File: src/rtl/coin_acceptor_if.sv
// coin_acceptor_if: coin-slot sensor in, qualified pulses and status out; coin_total present only with COIN_ACCEPTOR_TOTAL_EN
interface coin_acceptor_if;
    logic       coin_raw;
    logic       coin;
    logic       reject;
    logic       jam;
    logic       busy;
`ifdef COIN_ACCEPTOR_TOTAL_EN
    logic [7:0] coin_total;
    modport master (output coin_raw, input coin, reject, jam, busy, coin_total);
    modport slave  (input coin_raw, output coin, reject, jam, busy, coin_total);
`else
    modport master (output coin_raw, input coin, reject, jam, busy);
    modport slave  (input coin_raw, output coin, reject, jam, busy);
`endif
endinterface

File: src/rtl/coin_acceptor.sv
// coin_acceptor: synchronise and debounce a coin-slot sensor, qualify the high width, flag jams and lock out re-insertion; COIN_ACCEPTOR_TOTAL_EN adds coin_total
module coin_acceptor #(
    parameter int DEB_CYCLES = 4,
    parameter int MIN_W      = 3,
    parameter int MAX_W      = 20,
    parameter int GAP_CYCLES = 5
) (
    input  logic           clk,
    input  logic           reset,
    coin_acceptor_if.slave bus
);
    typedef enum logic [1:0] {IDLE, MEASURE, LOCKOUT, JAM} state_t;
    localparam logic [7:0] DEB_LAST = 8'(DEB_CYCLES - 1);
    localparam logic [7:0] GAP_LAST = 8'(GAP_CYCLES - 1);
    localparam logic [7:0] MIN_V    = 8'(MIN_W);
    localparam logic [7:0] MAX_V    = 8'(MAX_W);

    state_t     state, state_nxt;
    logic       sync1, sync2, deb, deb_q, rise, fall;
    logic [7:0] deb_cnt, width, width_nxt, lock_cnt, lock_nxt;
    logic       coin_nxt, reject_nxt;

    assign rise     = deb & ~deb_q;
    assign fall     = ~deb & deb_q;
    assign bus.jam  = state == JAM;
    assign bus.busy = state != IDLE;

    // two-flop synchroniser feeding a level that flips only after DEB_CYCLES consecutive disagreeing samples
    always_ff @(posedge clk or negedge reset)
        if (!reset) begin
            sync1   <= 1'b0;
            sync2   <= 1'b0;
            deb     <= 1'b0;
            deb_q   <= 1'b0;
            deb_cnt <= '0;
        end else begin
            sync1 <= bus.coin_raw;
            sync2 <= sync1;
            deb_q <= deb;
            if (sync2 == deb) deb_cnt <= '0;
            else if (deb_cnt == DEB_LAST) begin
                deb     <= sync2;
                deb_cnt <= '0;
            end else deb_cnt <= deb_cnt + 8'd1;
        end

    // next state, width/lockout counting and pulse decisions; falling edge is checked before the jam limit
    always_comb begin
        state_nxt  = state;
        width_nxt  = width;
        lock_nxt   = lock_cnt;
        coin_nxt   = 1'b0;
        reject_nxt = 1'b0;
        case (state)
            IDLE:
                if (rise) begin
                    state_nxt = MEASURE;
                    width_nxt = 8'd1;
                end
            MEASURE:
                if (fall) begin
                    coin_nxt   = (width >= MIN_V) && (width <= MAX_V);
                    reject_nxt = !coin_nxt;
                    state_nxt  = LOCKOUT;
                    lock_nxt   = '0;
                end else if (width > MAX_V) begin
                    state_nxt  = JAM;
                    reject_nxt = 1'b1;
                end else width_nxt = (width == 8'hFF) ? width : width + 8'd1;
            LOCKOUT:
                if (lock_cnt == GAP_LAST) state_nxt = IDLE;
                else lock_nxt = lock_cnt + 8'd1;
            JAM:
                if (!deb) begin
                    state_nxt = LOCKOUT;
                    lock_nxt  = '0;
                end
            default: state_nxt = IDLE;
        endcase
    end

    // state register, counters and registered coin/reject pulses
    always_ff @(posedge clk or negedge reset)
        if (!reset) begin
            state      <= IDLE;
            width      <= '0;
            lock_cnt   <= '0;
            bus.coin   <= 1'b0;
            bus.reject <= 1'b0;
        end else begin
            state      <= state_nxt;
            width      <= width_nxt;
            lock_cnt   <= lock_nxt;
            bus.coin   <= coin_nxt;
            bus.reject <= reject_nxt;
        end

`ifdef COIN_ACCEPTOR_TOTAL_EN
    // running count of accepted coins, held at 255 once full
    always_ff @(posedge clk or negedge reset)
        if (!reset) bus.coin_total <= '0;
        else if (coin_nxt && bus.coin_total != 8'hFF) bus.coin_total <= bus.coin_total + 8'd1;
`endif
endmodule
File: src/flat_wrapper.sv
// flat-port wrapper written by rule: the top's interface ports become plain ports
module coin_acceptor_flat 
#(
    parameter int DEB_CYCLES = 4,
    parameter int MIN_W      = 3,
    parameter int MAX_W      = 20,
    parameter int GAP_CYCLES = 5
)
  (clk, reset, bus_coin_raw, bus_coin, bus_reject, bus_jam, bus_busy);
  coin_acceptor_if bus_i ();
  input  logic clk;
  input  logic reset;
  input wire logic [$bits(bus_i.coin_raw)-1:0] bus_coin_raw;
  output wire logic [$bits(bus_i.coin)-1:0] bus_coin;
  output wire logic [$bits(bus_i.reject)-1:0] bus_reject;
  output wire logic [$bits(bus_i.jam)-1:0] bus_jam;
  output wire logic [$bits(bus_i.busy)-1:0] bus_busy;
  assign bus_i.coin_raw = bus_coin_raw;
  assign bus_coin = bus_i.coin;
  assign bus_reject = bus_i.reject;
  assign bus_jam = bus_i.jam;
  assign bus_busy = bus_i.busy;
  coin_acceptor #(.DEB_CYCLES(DEB_CYCLES), .MIN_W(MIN_W), .MAX_W(MAX_W), .GAP_CYCLES(GAP_CYCLES)) u_core (.clk(clk), .reset(reset), .bus(bus_i));
endmodule
File: config.mk
export PLATFORM = sky130hd
export DESIGN_NAME = coin_acceptor_flat
export DESIGN_NICKNAME = d
export VERILOG_FILES = /design/src/rtl/coin_acceptor_if.sv /design/src/rtl/coin_acceptor.sv /design/src/flat_wrapper.sv
export SDC_FILE = /design/constraint.sdc
export NUM_CORES = 1
export LEC_CHECK = 0
export ABC_AREA = 1
export CORE_MARGIN = 2
export CORE_UTILIZATION = 35
export DETAILED_ROUTE_END_ITERATION = 8
export MAX_ROUTING_LAYER = met4
export PLACE_DENSITY_LB_ADDON = 0.08
export SYNTH_ARGS = -nofsm -noshare
export SYNTH_HDL_FRONTEND = slang
export SYNTH_SLANG_ARGS = --single-unit
File: constraint.sdc
create_clock -name clk -period 1.7 [get_ports clk]
set_input_delay 0.34 -clock clk [delete_from_list [all_inputs] [get_ports clk]]
set_output_delay 0.34 -clock clk [all_outputs]
set_load 0.02 [all_outputs]
==> results of run 1 <==
[registers in the layout, summed over array words and instances, names as in the netlist]
name / cells
u_core.bus.coin: 1
u_core.bus.reject: 1
u_core.deb: 1
u_core.deb_cnt: 8
u_core.deb_q: 1
u_core.lock_cnt: 8
u_core.state: 2
u_core.sync1: 1
u_core.sync2: 1
u_core.width: 8
[cell usage after synthesis]
cell	n
nand2_1	55
inv_1	33
dfrtp_1	32
nor2_1	29
nand3_1	15
o21ai_0	10
nor3_1	7
ha_1	5
xor2_1	4
a21oi_1	3
o21ai_1	3
nand4_1	2
a31o_2	1
nand2_2	1
nand2_4	1
nand4_4	1
nor2_2	1
nor3_2	1
nor3b_1	1
o21bai_1	1
or2_2	1
xnor2_1	1
[critical path, stage by stage (launching register included)]
cell,delay [ns]
dfrtp_1,0.43
nor2_2,0.15
inv_1,0.06
dlygate4sd2_1,0.31
[layer usage]
layer / track usage, % / vias to the layer above / part of all wire, %
li1: - / 679 / -
met1: 17.1 / 609 / 48
met2: 23.0 / 9 / 46
met3: 4.58 / 7 / 3.4
met4: 5.03 / 0 / 1.9
met5: - / - / 0
[area by class of cell]
cell class	instances	share of cell area [%]
Multi-Input combinational cell	143	37.9
Clock buffer	5	3.66
Tap cell	52	3.46
Inverter	33	6.60
Timing Repair Buffer	7	3.46
Sequential cell	32	42.6
Clock inverter	3	2.27
[through the flow]
stage / worst slack (ns) / cell area, um^2
after global placement: 0.197 / 1770
after global routing: 0.0168 / 1880
final: 0.126 / 1880
after floorplan: 0.451 / 1630
after detailed placement: 0.187 / 1770
after CTS: 0.0839 / 1880
[cells by family after synthesis]
logic type | share of synthesized area (%)
AOI/OAI and AO/OA | 5.90
xor gates and xnor gates | 2.68
adders and majority gates | 3.83
buffers and inverters | 7.58
DFF | 49.0
and+or+nand+nor | 31.0
[final timing paths]
kind                                           startpoint                        endpoint  slack [ns]  cells past startpoint
min reg2reg                        u_core.sync1$_DFF_PN0_          u_core.sync2$_DFF_PN0_        0.36                      0
max in group asynchronous                           reset     u_core.deb_cnt[7]$_DFF_PN0_        0.95                      2
min in group asynchronous                           reset  u_core.lock_cnt[7]$_DFFE_PN0P_        0.45                      2
min                                u_core.sync1$_DFF_PN0_          u_core.sync2$_DFF_PN0_        0.36                      0
max                           u_core.state[1]$_DFFE_PN0P_                        bus_busy        0.13                      3
max reg2reg                u_core.lock_cnt[0]$_DFFE_PN0P_     u_core.state[0]$_DFFE_PN0P_        0.31                      9
[power by group]
| part | switching (W) | internal [W] | total, W |
|---|---|---|---|
| clock | 0.000295 | 0.000433 | 0.000729 |
| sequential | 0.000147 | 0.000906 | 0.00105 |
| combinational | 0.000605 | 0.000295 | 0.000900 |
| total | 0.00105 | 0.00163 | 0.00268 |
[cell usage in the layout, fill, tap and decap left out]
| cell type | n |
|---|---|
| a21oi_1 | 3 |
| a31o_2 | 1 |
| buf_4 | 1 |
| bufinv_16 | 1 |
| clkbuf_8 | 5 |
| clkdlybuf4s50_1 | 4 |
| clkinv_2 | 1 |
| clkinvlp_4 | 1 |
| dfrtp_1 | 32 |
| dlygate4sd2_1 | 2 |
| ha_1 | 5 |
| inv_1 | 33 |
| nand2_1 | 55 |
| nand2_2 | 1 |
| nand2_4 | 1 |
| nand3_1 | 15 |
| nand4_1 | 2 |
| nand4_4 | 1 |
| nor2_1 | 28 |
| nor2_2 | 2 |
| nor3_1 | 7 |
| nor3_2 | 1 |
| nor3b_1 | 1 |
| o21ai_0 | 10 |
| o21ai_1 | 3 |
| o21bai_1 | 1 |
| or2_2 | 1 |
| xnor2_1 | 1 |
| xor2_1 | 4 |
[what timing repair did]
item                                   CTS  global route
cloned                                   0             0
hold buffers                             0             0
gates resized for setup                  2             1
endpoints found under the hold margin    0             0
setup endpoints to repair                2             1
setup buffers                            0             0
==> run_results.csv, run 1 <==
group,metric,value,unit
status,status,"complete, no violations",
sta,setup_viol_count_final,0,
global_route,antenna_found_initial,0,
finish,instances_no_fill,275,
clock_network,clkTransAtPathRegs,0.07,ns
routing,post_drt_wl_per_cell,11.0,um
placed_design,dp_cells,267,
critical_path,crit_required,1.36,ns
die,start_util,37.0,%
critical_path,crit_path_max_fanout,5,
critical_path,cp.arrival,1.23,ns
die,rows,24,
routing,vias,1304,
sta,fmax,0.635,GHz
routing,drt_iter0_drc,46,
clock_network,cts_root_buf,"clkbuf_8",
finish,regArea,801,um^2
routing,vias_per_cell,4.74,
clock_network,cts_tree,"built",
power,p_leak,0.945,nW
sta,rsz0062_at_grt,"no",
routing,first_pass_iters,4,
synth,synth_fp_nets,216,
clock_network,clock-sinks,32,
global_route,grt_pass1_wl,5.64,mm
die,core_area,0.00441,mm^2
synth,avgSynthCellArea,7.86,um^2
global_route,grt_max_degree,33,
sta,hold_slack,0.357,ns
clock_network,worstSkewPairLatency,0.28,ns
synth,syn_inst,208,
sta,finalSetupTns,0,ns
global_route,track_usage,14.4,%
placed_design,hpwlAfterDp,2.21,mm
clock_network,cts_made_buffers,5,
critical_path,critical_path_class,"flip-flop to output pin",
finish,n_antenna_cell,0,
sta,post-route-period-util,92.6,%
synth,synth.distinct_cells,22,
finish,fillers,450,
clock_network,cts_max_path_buffers,2,
sta,hold_viol,0,
finish,area_delta_synth_final,14.9,%
routing,drt.antenna.violating_nets,0,
die,die_w,72.3,um
sta,worst_pin_slew,0.409,ns
finish,multi_input_area,712,um^2
hold_path,min_path_type,"flip-flop to flip-flop",
finish,final_util,42.5,%
synth,synth_top_area_share,49.0,%
global_route,overflow,0,
placed_design,gp_congestion,0.820,
clock_network,htreeDepth,2,
flow_run,drv.max_cap_violation_count,0,
critical_path,cp-end-kind,"output pin",
die,dieArea,0.00523,mm^2
global_route,grt_pass1_vias,1295,
synth,synth-seq-cells,32,
power,power,0.00268,W
sta,slew_headroom,72.7,%
synth,ys_seq_area_share,49.0,%
finish,drive_gt1_share,7.62,%
synth,yosysWarnings,0,
die,boundaryPins,7,
synth,synth_top_cells_by_area,"dfrtp_1 49%, nand2_1 13%, inv_1 7.6%",
sta,fin_crit,1.57,ns
sta,final.setup_skew,0.00498,ns
finish,fin_nets,230,
power,irDropWorstVdd,666,uV
placed_design,port_buffers,6,
sta,slew_violations,0,
synth,syn-cell-area,0.00163,mm^2
routing,drc_errors,0,
synth,yosysTopAreaCell,"dfrtp_1",
routing,routed_wirelength,3.04,mm
power,power_density,1430,mW/mm^2
critical_path,startpoint_type,"flip-flop",
die,die_h,72.3,um
No activity file was read; power rests on OpenSTA's default activity.
==> inputs of run 2 (changes only) <==
--- a/config.mk
+++ b/config.mk
@@ -6,8 +6,8 @@
 export NUM_CORES = 1
 export LEC_CHECK = 0
 export ABC_AREA = 1
-export CORE_MARGIN = 2
 export CORE_UTILIZATION = 35
+export CTS_CLUSTER_DIAMETER = 40
 export DETAILED_ROUTE_END_ITERATION = 8
 export MAX_ROUTING_LAYER = met4
 export PLACE_DENSITY_LB_ADDON = 0.08
==> run 2 against run 1 <==
- cell count unchanged
- critical path depth unchanged
- sequential power is essentially flat
- highest routed layer unchanged
==> run_results.csv, run 2 (synthesized netlist as in run 1, its figures left out) <==
group,metric,value,unit
status,status,"complete, no violations",
critical_path,crit_path_max_fanout,5,
critical_path,crit_required,1.36,ns
die,core_area,0.00441,mm^2
global_route,grt_pass1_wl,5.54,mm
placed_design,gp_congestion,0.809,
finish,final_util,42.9,%
sta,fin_ws,0.122,ns
clock_network,cts_made_buffers,5,
placed_design,hpwlAfterDp,2.20,mm
hold_path,min_path_type,"flip-flop to flip-flop",
sta,post-route-period-util,92.8,%
critical_path,startpoint_type,"flip-flop",
routing,drt_iter0_drc,82,
placed_design,port_buffers,6,
clock_network,cts_root_buf,"clkbuf_8",
routing,post_drt_wl_per_cell,11.0,um
finish,n_antenna_cell,0,
routing,routed_wirelength,3.01,mm
die,die_w,70.3,um
sta,slew_headroom,71.9,%
sta,slew_violations,0,
power,p_leak,0.955,nW
clock_network,cts_tree,"built",
routing,drc_errors,0,
power,power,0.00275,W
die,dieArea,0.00495,mm^2
sta,finalSetupTns,0,ns
critical_path,reg2regPathDepth,9,
clock_network,htreeDepth,2,
global_route,overflow,0,
die,rows,24,
hold_path,worstHoldStart,"u_core.sync1$_DFF_PN0_",
critical_path,cp.arrival,1.24,ns
sta,hold_viol,0,
placed_design,place_ws,0.174,ns
clock_network,hold_buffers,0,
power,irDropWorstVdd,839,uV
clock_network,worstSkewPairLatency,0.29,ns
global_route,track_usage,14.9,%
flow_run,drv.max_cap_violation_count,0,
critical_path,cp-end-kind,"output pin",
clock_network,clock-sinks,32,
finish,final_common_cell,"nand2_1",
sta,final.setup_skew,0.00813,ns
finish,final_cell_mix,"55 x nand2_1, 33 x inv_1, 32 x dfrtp_1",
clock_network,cts_max_path_buffers,2,
critical_path,critical_path_class,"flip-flop to output pin",
critical_path,startpoint,"u_core.state[1]$_DFFE_PN0P_",
die,start_util,37.0,%
die,die_h,70.3,um
global_route,grt_max_degree,33,
global_route,grt_pass1_vias,1274,
finish,reg.largest.list,"u_core.deb_cnt: 8 flops, u_core.lock_cnt: 8 flops, u_core.width: 8 flops",
routing,vias_per_cell,4.68,
sta,setup_viol_count_final,0,
routing,drt.antenna.violating_nets,0,
power,power_density,1450,mW/mm^2
sta,rsz0062_at_grt,"no",
finish,fin_nets,230,
die,boundaryPins,7,
global_route,antenna_found_initial,0,
finish,area_delta_synth_final,15.9,%
hold_path,min_path_cells,0,
sta,fmax,0.634,GHz
clock_network,postCtsSetupRepairBufs,0,
finish,fillers,452,
sta,fin_crit,1.58,ns
clock_network,clkTransAtPathRegs,0.07,ns
finish,drive_gt1_share,7.62,%
sta,worst_pin_slew,0.421,ns
critical_path,r2r-start,"u_core.lock_cnt[0]$_DFFE_PN0P_",
routing,vias,1287,
routing,first_pass_iters,4,
run 2: cell types whose count changed in the layout (fill, tap and decap cells not counted), sizes merged:
cell	delta
clkbuf	+2
clkinvlp	-1
clkinv	-1
run 2: stage by stage:
stage | hold slack (ns) | area, um^2 | cells
finish | 0.349 | 1890 | 275
global placement | 0.337 | 1770 | 267
floorplan | 0.0444 | 1630 | 208
detailed placement | 0.336 | 1770 | 267
CTS | 0.350 | 1890 | 275
global route | 0.356 | 1890 | 275
run 2: worst paths after layout:
path                                               end  slack [ns]
hold / removal                  u_core.sync2$_DFF_PN0_        0.35
max in group asynchronous       u_core.deb$_DFFE_PN0P_        0.94
min in group asynchronous  u_core.deb_cnt[5]$_DFF_PN0_        0.45
setup / recovery                              bus_busy        0.12
setup reg to reg           u_core.state[0]$_DFFE_PN0P_        0.29
hold reg to reg                 u_core.sync2$_DFF_PN0_        0.35
run 2: timing repair:
item                       4_1_cts  5_1_grt
setup endpoints to repair        2        1
resized for setup                2        1
gates cloned                     0        0
run 2: area by class of cell:
| cell class | count | area, um^2 | share of cell area (%) |
|---|---|---|---|
| Clock buffer | 7 | 96.3 | 5.09 |
| Clock inverter | 1 | 30.0 | 1.59 |
| Inverter | 33 | 124 | 6.54 |
| Multi-Input combinational cell | 143 | 712 | 37.6 |
| Sequential cell | 32 | 801 | 42.3 |
| Tap cell | 52 | 65.1 | 3.44 |
| Timing Repair Buffer | 7 | 65.1 | 3.44 |
run 2: worst max-delay path, stage by stage, from the launching register on:
cell and delay [ns]:
dfrtp_1 0.42, nor2_2 0.15, inv_1 0.06, dlygate4sd2_1 0.31
run 2: report_power, final:
part           switching [W]  internal (W)
logic               0.000596      0.000295
clock network       0.000284      0.000517
registers           0.000148      0.000907
run 2: routing by layer:
layer  up-vias  global-route usage [%]  share of wire, %
met2        12                    23.1                46
met3         8                    3.61               2.6
met4         0                    8.00               2.6
met1       586                    17.9                48
li1        681                       -                 -
met5         -                       -                 0
==> inputs of run 3 (changes only) <==
--- a/config.mk
+++ b/config.mk
@@ -6,8 +6,9 @@
 export NUM_CORES = 1
 export LEC_CHECK = 0
 export ABC_AREA = 1
+export CAP_MARGIN = 20
 export CORE_UTILIZATION = 35
-export CTS_CLUSTER_DIAMETER = 40
+export CTS_CLUSTER_DIAMETER = 120
 export DETAILED_ROUTE_END_ITERATION = 8
 export MAX_ROUTING_LAYER = met4
 export PLACE_DENSITY_LB_ADDON = 0.08
==> results of run 3 <==
No change in the layout: final DEF, timing and power equal those of run 2.
